## src/rtl/dco_tune_ctrl.sv

```systemverilog
`default_nettype none
// ============================================================================
// Module      : dco_tune_ctrl
// Description : Closed-loop DCO acquisition controller. Measures DCO cycles
//               per reference window from a Gray-coded phase counter and
//               binary-searches the coarse (CTW) then fine (FTW) tuning words
//               until the measured count matches the target word.
//               Optional macro DCO_TUNE_TRACK_EN: in LOCK, each decide cycle
//               nudges FTW by one LSB toward the target.
// Revision    : 1.0 - initial release
// ============================================================================
module dco_tune_ctrl #(
    parameter int CTW_BITS = 4,
    parameter int PH_W     = 8,
    parameter int MEAS_W   = 16,
    parameter int SETTLE   = 8,
    parameter int WIN      = 64,
    parameter int LOCK_TOL = 2
) (
    input  logic              clk_ref,
    input  logic              rst,
    input  logic              i_start,
    input  logic [MEAS_W-1:0] i_fcw,
    input  logic [PH_W-1:0]   i_dco_phase_gray,
    output logic [7:0]        o_ctw,
    output logic [7:0]        o_ftw,
    output logic              o_dco_en,
    output logic              o_busy,
    output logic              o_lock,
    output logic              o_fail,
    output logic [MEAS_W-1:0] o_meas,
    output logic              o_meas_valid
);

    localparam int STEP_LEN = SETTLE + WIN + 1;
    localparam int CNT_W    = $clog2(STEP_LEN);

    localparam logic [CNT_W-1:0]  c_WIN_START = CNT_W'(SETTLE);
    localparam logic [CNT_W-1:0]  c_DECIDE    = CNT_W'(SETTLE + WIN);
    localparam logic [7:0]        c_CTW_INIT  = 8'(1) << (CTW_BITS - 1);
    localparam logic [2:0]        c_CTW_TOP   = 3'(CTW_BITS - 1);
    localparam logic [MEAS_W-1:0] c_TOL       = MEAS_W'(LOCK_TOL);

    localparam logic [2:0] c_ST_IDLE   = 3'd0;
    localparam logic [2:0] c_ST_COARSE = 3'd1;
    localparam logic [2:0] c_ST_FINE   = 3'd2;
    localparam logic [2:0] c_ST_VERIFY = 3'd3;
    localparam logic [2:0] c_ST_LOCK   = 3'd4;
    localparam logic [2:0] c_ST_FAIL   = 3'd5;

    logic [PH_W-1:0]   r_ph_s1;
    logic [PH_W-1:0]   r_ph_s2;
    logic [PH_W-1:0]   r_ph_bin_prev;
    logic [2:0]        r_state;
    logic [CNT_W-1:0]  r_cnt;
    logic [2:0]        r_bit;
    logic [MEAS_W-1:0] r_acc;
    logic [MEAS_W-1:0] r_meas;
    logic              r_meas_valid;
    logic [7:0]        r_ctw;
    logic [7:0]        r_ftw;
    logic              r_dco_en;
    logic              r_busy;
    logic              r_lock;
    logic              r_fail;

    logic [PH_W-1:0]   w_ph_bin;
    logic [PH_W-1:0]   w_delta;
    logic [MEAS_W:0]   w_acc_sum;
    logic [MEAS_W-1:0] w_acc_next;
    logic              w_measuring;
    logic              w_in_win;
    logic              w_decide;
    logic [MEAS_W-1:0] w_diff;
    logic              w_in_tol;
    logic [7:0]        w_sar_word;
    logic [7:0]        w_sar_mask;
    logic [7:0]        w_sar_kept;
    logic [7:0]        w_sar_next;
    logic              w_restart;

    // Two-flop synchronizer on the Gray phase, plus previous binary sample
    always_ff @(posedge clk_ref or posedge rst) begin
        if (rst) begin
            r_ph_s1       <= '0;
            r_ph_s2       <= '0;
            r_ph_bin_prev <= '0;
        end else begin
            r_ph_s1       <= i_dco_phase_gray;
            r_ph_s2       <= r_ph_s1;
            r_ph_bin_prev <= w_ph_bin;
        end
    end

    // Gray-to-binary: each binary bit is the XOR of all Gray bits at or above it
    always_comb begin
        w_ph_bin = '0;
        for (int i = 0; i < PH_W; i++) begin
            w_ph_bin[i] = ^(r_ph_s2 >> i);
        end
    end

    // Per-cycle phase delta and saturating accumulate
    always_comb begin
        w_delta    = w_ph_bin - r_ph_bin_prev;
        w_acc_sum  = {1'b0, r_acc} + (MEAS_W+1)'(w_delta);
        w_acc_next = w_acc_sum[MEAS_W] ? '1 : w_acc_sum[MEAS_W-1:0];
    end

    // Step phase decode, tolerance check and SAR next-word computation
    always_comb begin
        w_measuring = (r_state == c_ST_COARSE) || (r_state == c_ST_FINE) ||
                      (r_state == c_ST_VERIFY) || (r_state == c_ST_LOCK);
        w_in_win    = w_measuring && (r_cnt >= c_WIN_START) && (r_cnt < c_DECIDE);
        w_decide    = w_measuring && (r_cnt == c_DECIDE);
        w_diff      = (r_acc >= i_fcw) ? (r_acc - i_fcw) : (i_fcw - r_acc);
        w_in_tol    = (w_diff <= c_TOL);
        // Larger word means slower DCO: keep the trial bit while still too fast
        w_sar_word  = (r_state == c_ST_COARSE) ? r_ctw : r_ftw;
        w_sar_mask  = 8'd1 << r_bit;
        w_sar_kept  = (r_acc >= i_fcw) ? w_sar_word : (w_sar_word & ~w_sar_mask);
        w_sar_next  = (r_bit != 3'd0) ? (w_sar_kept | (w_sar_mask >> 1)) : w_sar_kept;
        w_restart   = (i_start && ((r_state == c_ST_IDLE) || (r_state == c_ST_LOCK) ||
                                   (r_state == c_ST_FAIL))) ||
                      ((r_state == c_ST_LOCK) && w_decide && !w_in_tol);
    end

    // Step timing, measurement and search state machine
    always_ff @(posedge clk_ref or posedge rst) begin
        if (rst) begin
            r_state      <= c_ST_IDLE;
            r_cnt        <= '0;
            r_bit        <= '0;
            r_acc        <= '0;
            r_meas       <= '0;
            r_meas_valid <= 1'b0;
            r_ctw        <= '0;
            r_ftw        <= '0;
            r_dco_en     <= 1'b0;
            r_busy       <= 1'b0;
            r_lock       <= 1'b0;
            r_fail       <= 1'b0;
        end else begin
            r_meas_valid <= 1'b0;
            if (w_measuring) begin
                r_cnt <= w_decide ? '0 : r_cnt + 1'b1;
            end
            if (w_in_win) begin
                r_acc <= w_acc_next;
            end else if (w_decide) begin
                r_acc        <= '0;
                r_meas       <= r_acc;
                r_meas_valid <= 1'b1;
            end

            case (r_state)
                c_ST_COARSE: begin
                    if (w_decide) begin
                        r_ctw <= w_sar_next;
                        if (r_bit == 3'd0) begin
                            r_ftw   <= 8'h80;
                            r_bit   <= 3'd7;
                            r_state <= c_ST_FINE;
                        end else begin
                            r_bit <= r_bit - 1'b1;
                        end
                    end
                end
                c_ST_FINE: begin
                    if (w_decide) begin
                        r_ftw <= w_sar_next;
                        if (r_bit == 3'd0) begin
                            r_state <= c_ST_VERIFY;
                        end else begin
                            r_bit <= r_bit - 1'b1;
                        end
                    end
                end
                c_ST_VERIFY: begin
                    if (w_decide) begin
                        r_busy <= 1'b0;
                        if (w_in_tol) begin
                            r_lock  <= 1'b1;
                            r_state <= c_ST_LOCK;
                        end else begin
                            r_fail  <= 1'b1;
                            r_state <= c_ST_FAIL;
                        end
                    end
                end
                c_ST_LOCK: begin
`ifdef DCO_TUNE_TRACK_EN
                    // Fine tracking; lock loss (restart below) overrides it
                    if (w_decide && w_in_tol) begin
                        if ((r_acc > i_fcw) && (r_ftw != 8'hFF)) begin
                            r_ftw <= r_ftw + 1'b1;
                        end else if ((r_acc < i_fcw) && (r_ftw != 8'h00)) begin
                            r_ftw <= r_ftw - 1'b1;
                        end
                    end
`else
                    // Words stay static; only lock-loss detection (restart below)
                    r_ftw <= r_ftw;
`endif
                end
                default: begin
                    // IDLE and FAIL wait for start, handled by restart below
                end
            endcase

            if (w_restart) begin
                r_state  <= c_ST_COARSE;
                r_cnt    <= '0;
                r_acc    <= '0;
                r_bit    <= c_CTW_TOP;
                r_ctw    <= c_CTW_INIT;
                r_ftw    <= 8'h00;
                r_dco_en <= 1'b1;
                r_busy   <= 1'b1;
                r_lock   <= 1'b0;
                r_fail   <= 1'b0;
            end
        end
    end

    assign o_ctw        = r_ctw;
    assign o_ftw        = r_ftw;
    assign o_dco_en     = r_dco_en;
    assign o_busy       = r_busy;
    assign o_lock       = r_lock;
    assign o_fail       = r_fail;
    assign o_meas       = r_meas;
    assign o_meas_valid = r_meas_valid;

endmodule
`default_nettype wire

```

## config.mk

```make
export PLATFORM = sky130hd
export DESIGN_NAME = dco_tune_ctrl
export DESIGN_NICKNAME = d
export VERILOG_FILES = /design/src/rtl/dco_tune_ctrl.sv
export SDC_FILE = /design/constraint.sdc
export NUM_CORES = 1
export LEC_CHECK = 0
export CAP_MARGIN = 30
export CORE_MARGIN = 4
export CORE_UTILIZATION = 30
export CTS_BUF_LIST = sky130_fd_sc_hd__clkbuf_16
export DETAILED_ROUTE_END_ITERATION = 10
export GPL_ROUTABILITY_DRIVEN = 0
export HOLD_SLACK_MARGIN = 0.06
export PLACE_DENSITY = 0.52
export SYNTH_ARGS = -nofsm -noshare
export SYNTH_HDL_FRONTEND = slang
export SYNTH_SLANG_ARGS = --single-unit
```

## constraint.sdc

```tcl
create_clock -name clk_ref -period 7.2 [get_ports clk_ref]
set_clock_uncertainty 0.15 [all_clocks]
set_input_delay 1.08 -clock clk_ref [delete_from_list [all_inputs] [get_ports clk_ref]]
set_output_delay 1.08 -clock clk_ref [all_outputs]
set_load 0.02 [all_outputs]
```

==> flow_summary.json <==
{
  "fin_tns_setup_ns": 0,
  "setup_viol": 0,
  "grt_pass1_vias": 5095,
  "wl_um": 15600,
  "cts_buffers": 9,
  "fin_crit_sh_pct": 75.0,
  "mostFrequentLayoutCell": "dfrtp_1",
  "grt_start_max_net_pins": 56,
  "ios": 64,
  "dieArea_um2": 23500,
  "post_cts_buffers": 0,
  "tightest_slew_ns": 0.922,
  "power_density_nw_per_um2": 343,
  "clk_pin_slew_ns": 0.07,
  "max-clock-path-buffers": 2,
  "grt_use_met1_pct": 19.4,
  "top_usage_layer": "met2",
  "cts_max_level": 3,
  "io_buffers": 63,
  "regToRegSetupSlack_ns": 1.80,
  "maxCapViolCount": 0,
  "yosys_most_used_dff": "dfrtp_1",
  "crit_path_end_kind": "flip-flop",
  "ys_ff_latch": 90,
  "path_class": "flip-flop to flip-flop",
  "synth_top_area_share_pct": 35.5,
  "grt_pass1_wl_um": 26300,
  "syn_area_um2": 6340,
  "synthTopCellsByArea": "dfrtp_1 35%, ha_1 10%, o21ai_0 5.5%, a21oi_1 5.0%, nand2_1 4.8%",
  "areaGrowthSynthToFinish_pct": 17.6,
  "p_seq_share_pct": 28.0,
  "yosysTopAreaCell": "dfrtp_1",
  "leakage_uw": 0.00333,
  "cp-start-kind": "flip-flop",
  "syn_inst": 739,
  "synth_edf_count": 0,
  "syn_nets": 823,
  "dr.pass1.iters": 5,
  "cp.required_ns": 7.29,
  "p_int_uw": 1430,
  "p_sw_uw": 1130,
  "synth_area_per_cell_um2": 8.59,
  "die_x_um": 153,
  "vias": 5235,
  "design_area_um2": 7460,
  "slew_viol_final": 0,
  "num-nets-final": 870,
  "worstHoldPathType": "flip-flop to flip-flop",
  "power.share.switching_pct": 44.3,
  "wire_per_inst_um": 14.8,
  "layout.cells.most_common_list": "90 x dfrtp_1, 81 x nand2_1, 72 x nor2_1, 70 x o21ai_0, 65 x inv_1",
  "ctsHoldBuffers": 0,
  "final_antenna_net_count": 0,
  "drive_above_1_share_pct": 5.32,
  "ys_types": 65,
  "diodes": 0,
  "yosysWarnings": 0,
  "antenna_found_initial": 0,
  "peakVddDrop_uv": 122,
  "drc": 0,
  "period_minus_slack_ns": 5.40,
  "start_util_pct": 31.0,
  "vias_per_cell": 4.94,
  "p_comb_share_pct": 54.7,
  "crit_path_max_fanout": 4,
  "fill_cells": 2114,
  "clkLatencyLatePin_ns": 0.35,
  "place_hpwl_um": 11900,
  "numClockSinks": 90,
  "rr_startpoint": "r_ph_s2[7]",
  "die_h_um": 153,
  "synth-async-reset-ratio_pct": 100,
  "finalHoldViolations": 0,
  "yosysSeqAreaShare_pct": 35.5,
  "clock-root-buffer": "clkbuf_16",
  "grt-ovfl-total": 0,
  "coreArea_um2": 20500,
  "grtUsageMet2_pct": 20.3,
  "ctsResizeCount": 0,
  "rsz0062_at_grt": "no",
  "cp_data_arrival_time_ns": 5.48,
  "holdCritStartpoint": "r_ph_s1[2]",
  "slew_headroom_pct": 38.3,
  "outcome": "finished clean",
  "drt_iter0_markers": 293,
  "placed_cell_area_um2": 7190,
  "setup.worst_path.start": "r_ph_s2[7]",
  "p_clk_share_pct": 17.2,
  "rows": 52,
  "grt_use_met3_pct": 2.32,
  "grt_util_all_layers_pct": 13.6,
  "fmaxAchievable_ghz": 0.185,
  "cts_tree": "built"
}
[stage by stage]
step                      power [uW]  util (%)  hold WS, ns  setup slack (ns)  std cells
after detailed placement        2120      35.1        0.185              1.73       1045
final                           2560      36.4        0.198              1.80       1060
after floorplan                 1800         -        0.181              2.22        739
after CTS                       2580      36.4        0.200              1.73       1060
after global placement          2120      35.0        0.184              1.84       1044
after global routing            2810      36.4        0.202              1.04       1060
[final timing paths]
| path | to | cells past startpoint |
|---|---|---|
| setup / recovery | r_acc[14] | 23 |
| hold / removal | r_ph_s2[2] | 0 |
| setup reg to reg | r_acc[14] | 23 |
| hold reg to reg | r_ph_s2[2] | 0 |
| max in group asynchronous | o_meas_valid | 3 |
| min in group asynchronous | o_dco_en | 2 |
[cells in the mapped netlist (all sizes together) (3+ instances only)]
cell / count
inv: 66
ha: 53
a21o: 14
nand4b: 3
nand3: 17
a21oi: 67
a221oi: 3
nand2: 81
nor2: 72
nand2b: 7
buf: 13
mux2i: 5
nor3: 10
o31a: 3
nand4: 5
o21a: 5
nor2b: 8
o21bai: 9
o2111ai: 4
a211o: 3
o21ai: 73
or2: 4
o211ai: 5
clkbuf: 17
and2: 4
o311ai: 3
fa: 4
dfrtp: 90
a311oi: 9
o31ai: 3
xnor2: 25
xor2: 15
a211oi: 3
o2bb2ai: 7
[final cells by class]
class	count	area (um^2)	share of cell area (%)
clock buffer	9	225	3.02
multi-input combinational	553	3690	49.4
timing repair buffer	66	661	8.86
tap	270	338	4.53
sequential	90	2250	30.2
inverter	66	250	3.35
clock inverter	6	46.3	0.621
[state kept, by name (all words and copies together), names as in the netlist]
name           count
r_ph_s2            8
r_ph_s1            8
o_fail             1
o_meas_valid       1
o_meas            16
r_acc             16
o_dco_en           1
o_ctw              8
r_state            3
o_busy             1
r_cnt              7
r_bit              3
r_ph_bin_prev      8
o_ftw              8
o_lock             1
[cell families after synthesis]
family / synth area share [%]
buf+inv: 6.39
fa+ha+maj: 11.7
xor+xnor: 5.52
simple gates: 15.5
compound gates: 24.2
flops: 35.5
mux: 1.14
[power groups by stage]
stage          clock (uW)  combinational, uW  sequential (uW)
4_1_cts               460               1400              717
3_5_place_dp            0               1400              725
6_report              441               1400              716
3_3_place_gp            0               1390              724
5_1_grt               478               1600              735
2_1_floorplan           0               1070              726
[worst max-delay path, stage by stage, from the launching register on]
cell and delay (ns):
dfrtp_1 0.41, xor2_1 0.27, xnor2_1 0.19, xor2_1 0.23, xor2_1 0.23, xor2_1 0.22, xor2_1 0.33, xnor2_1 0.18
inv_1 0.06, ha_1 0.20, fa_1 0.40, o21ai_0 0.17, a21oi_1 0.12, xnor2_1 0.14, ha_1 0.32, inv_1 0.05
o21bai_1 0.12, a21oi_1 0.11, o21ai_0 0.33, nand3_1 0.20, nor2_1 0.25, nand3_1 0.14, o31a_1 0.26, o22a_1 0.19
[layer usage]
| layer | share of wire, % | vias to the layer above |
|---|---|---|
| met1 | 50 | 2429 |
| met3 | 3.7 | 26 |
| li1 | - | 2668 |
| met5 | 0 | - |
| met2 | 43 | 112 |
| met4 | 2.7 | 0 |
No activity file was read; power rests on OpenSTA's default activity.
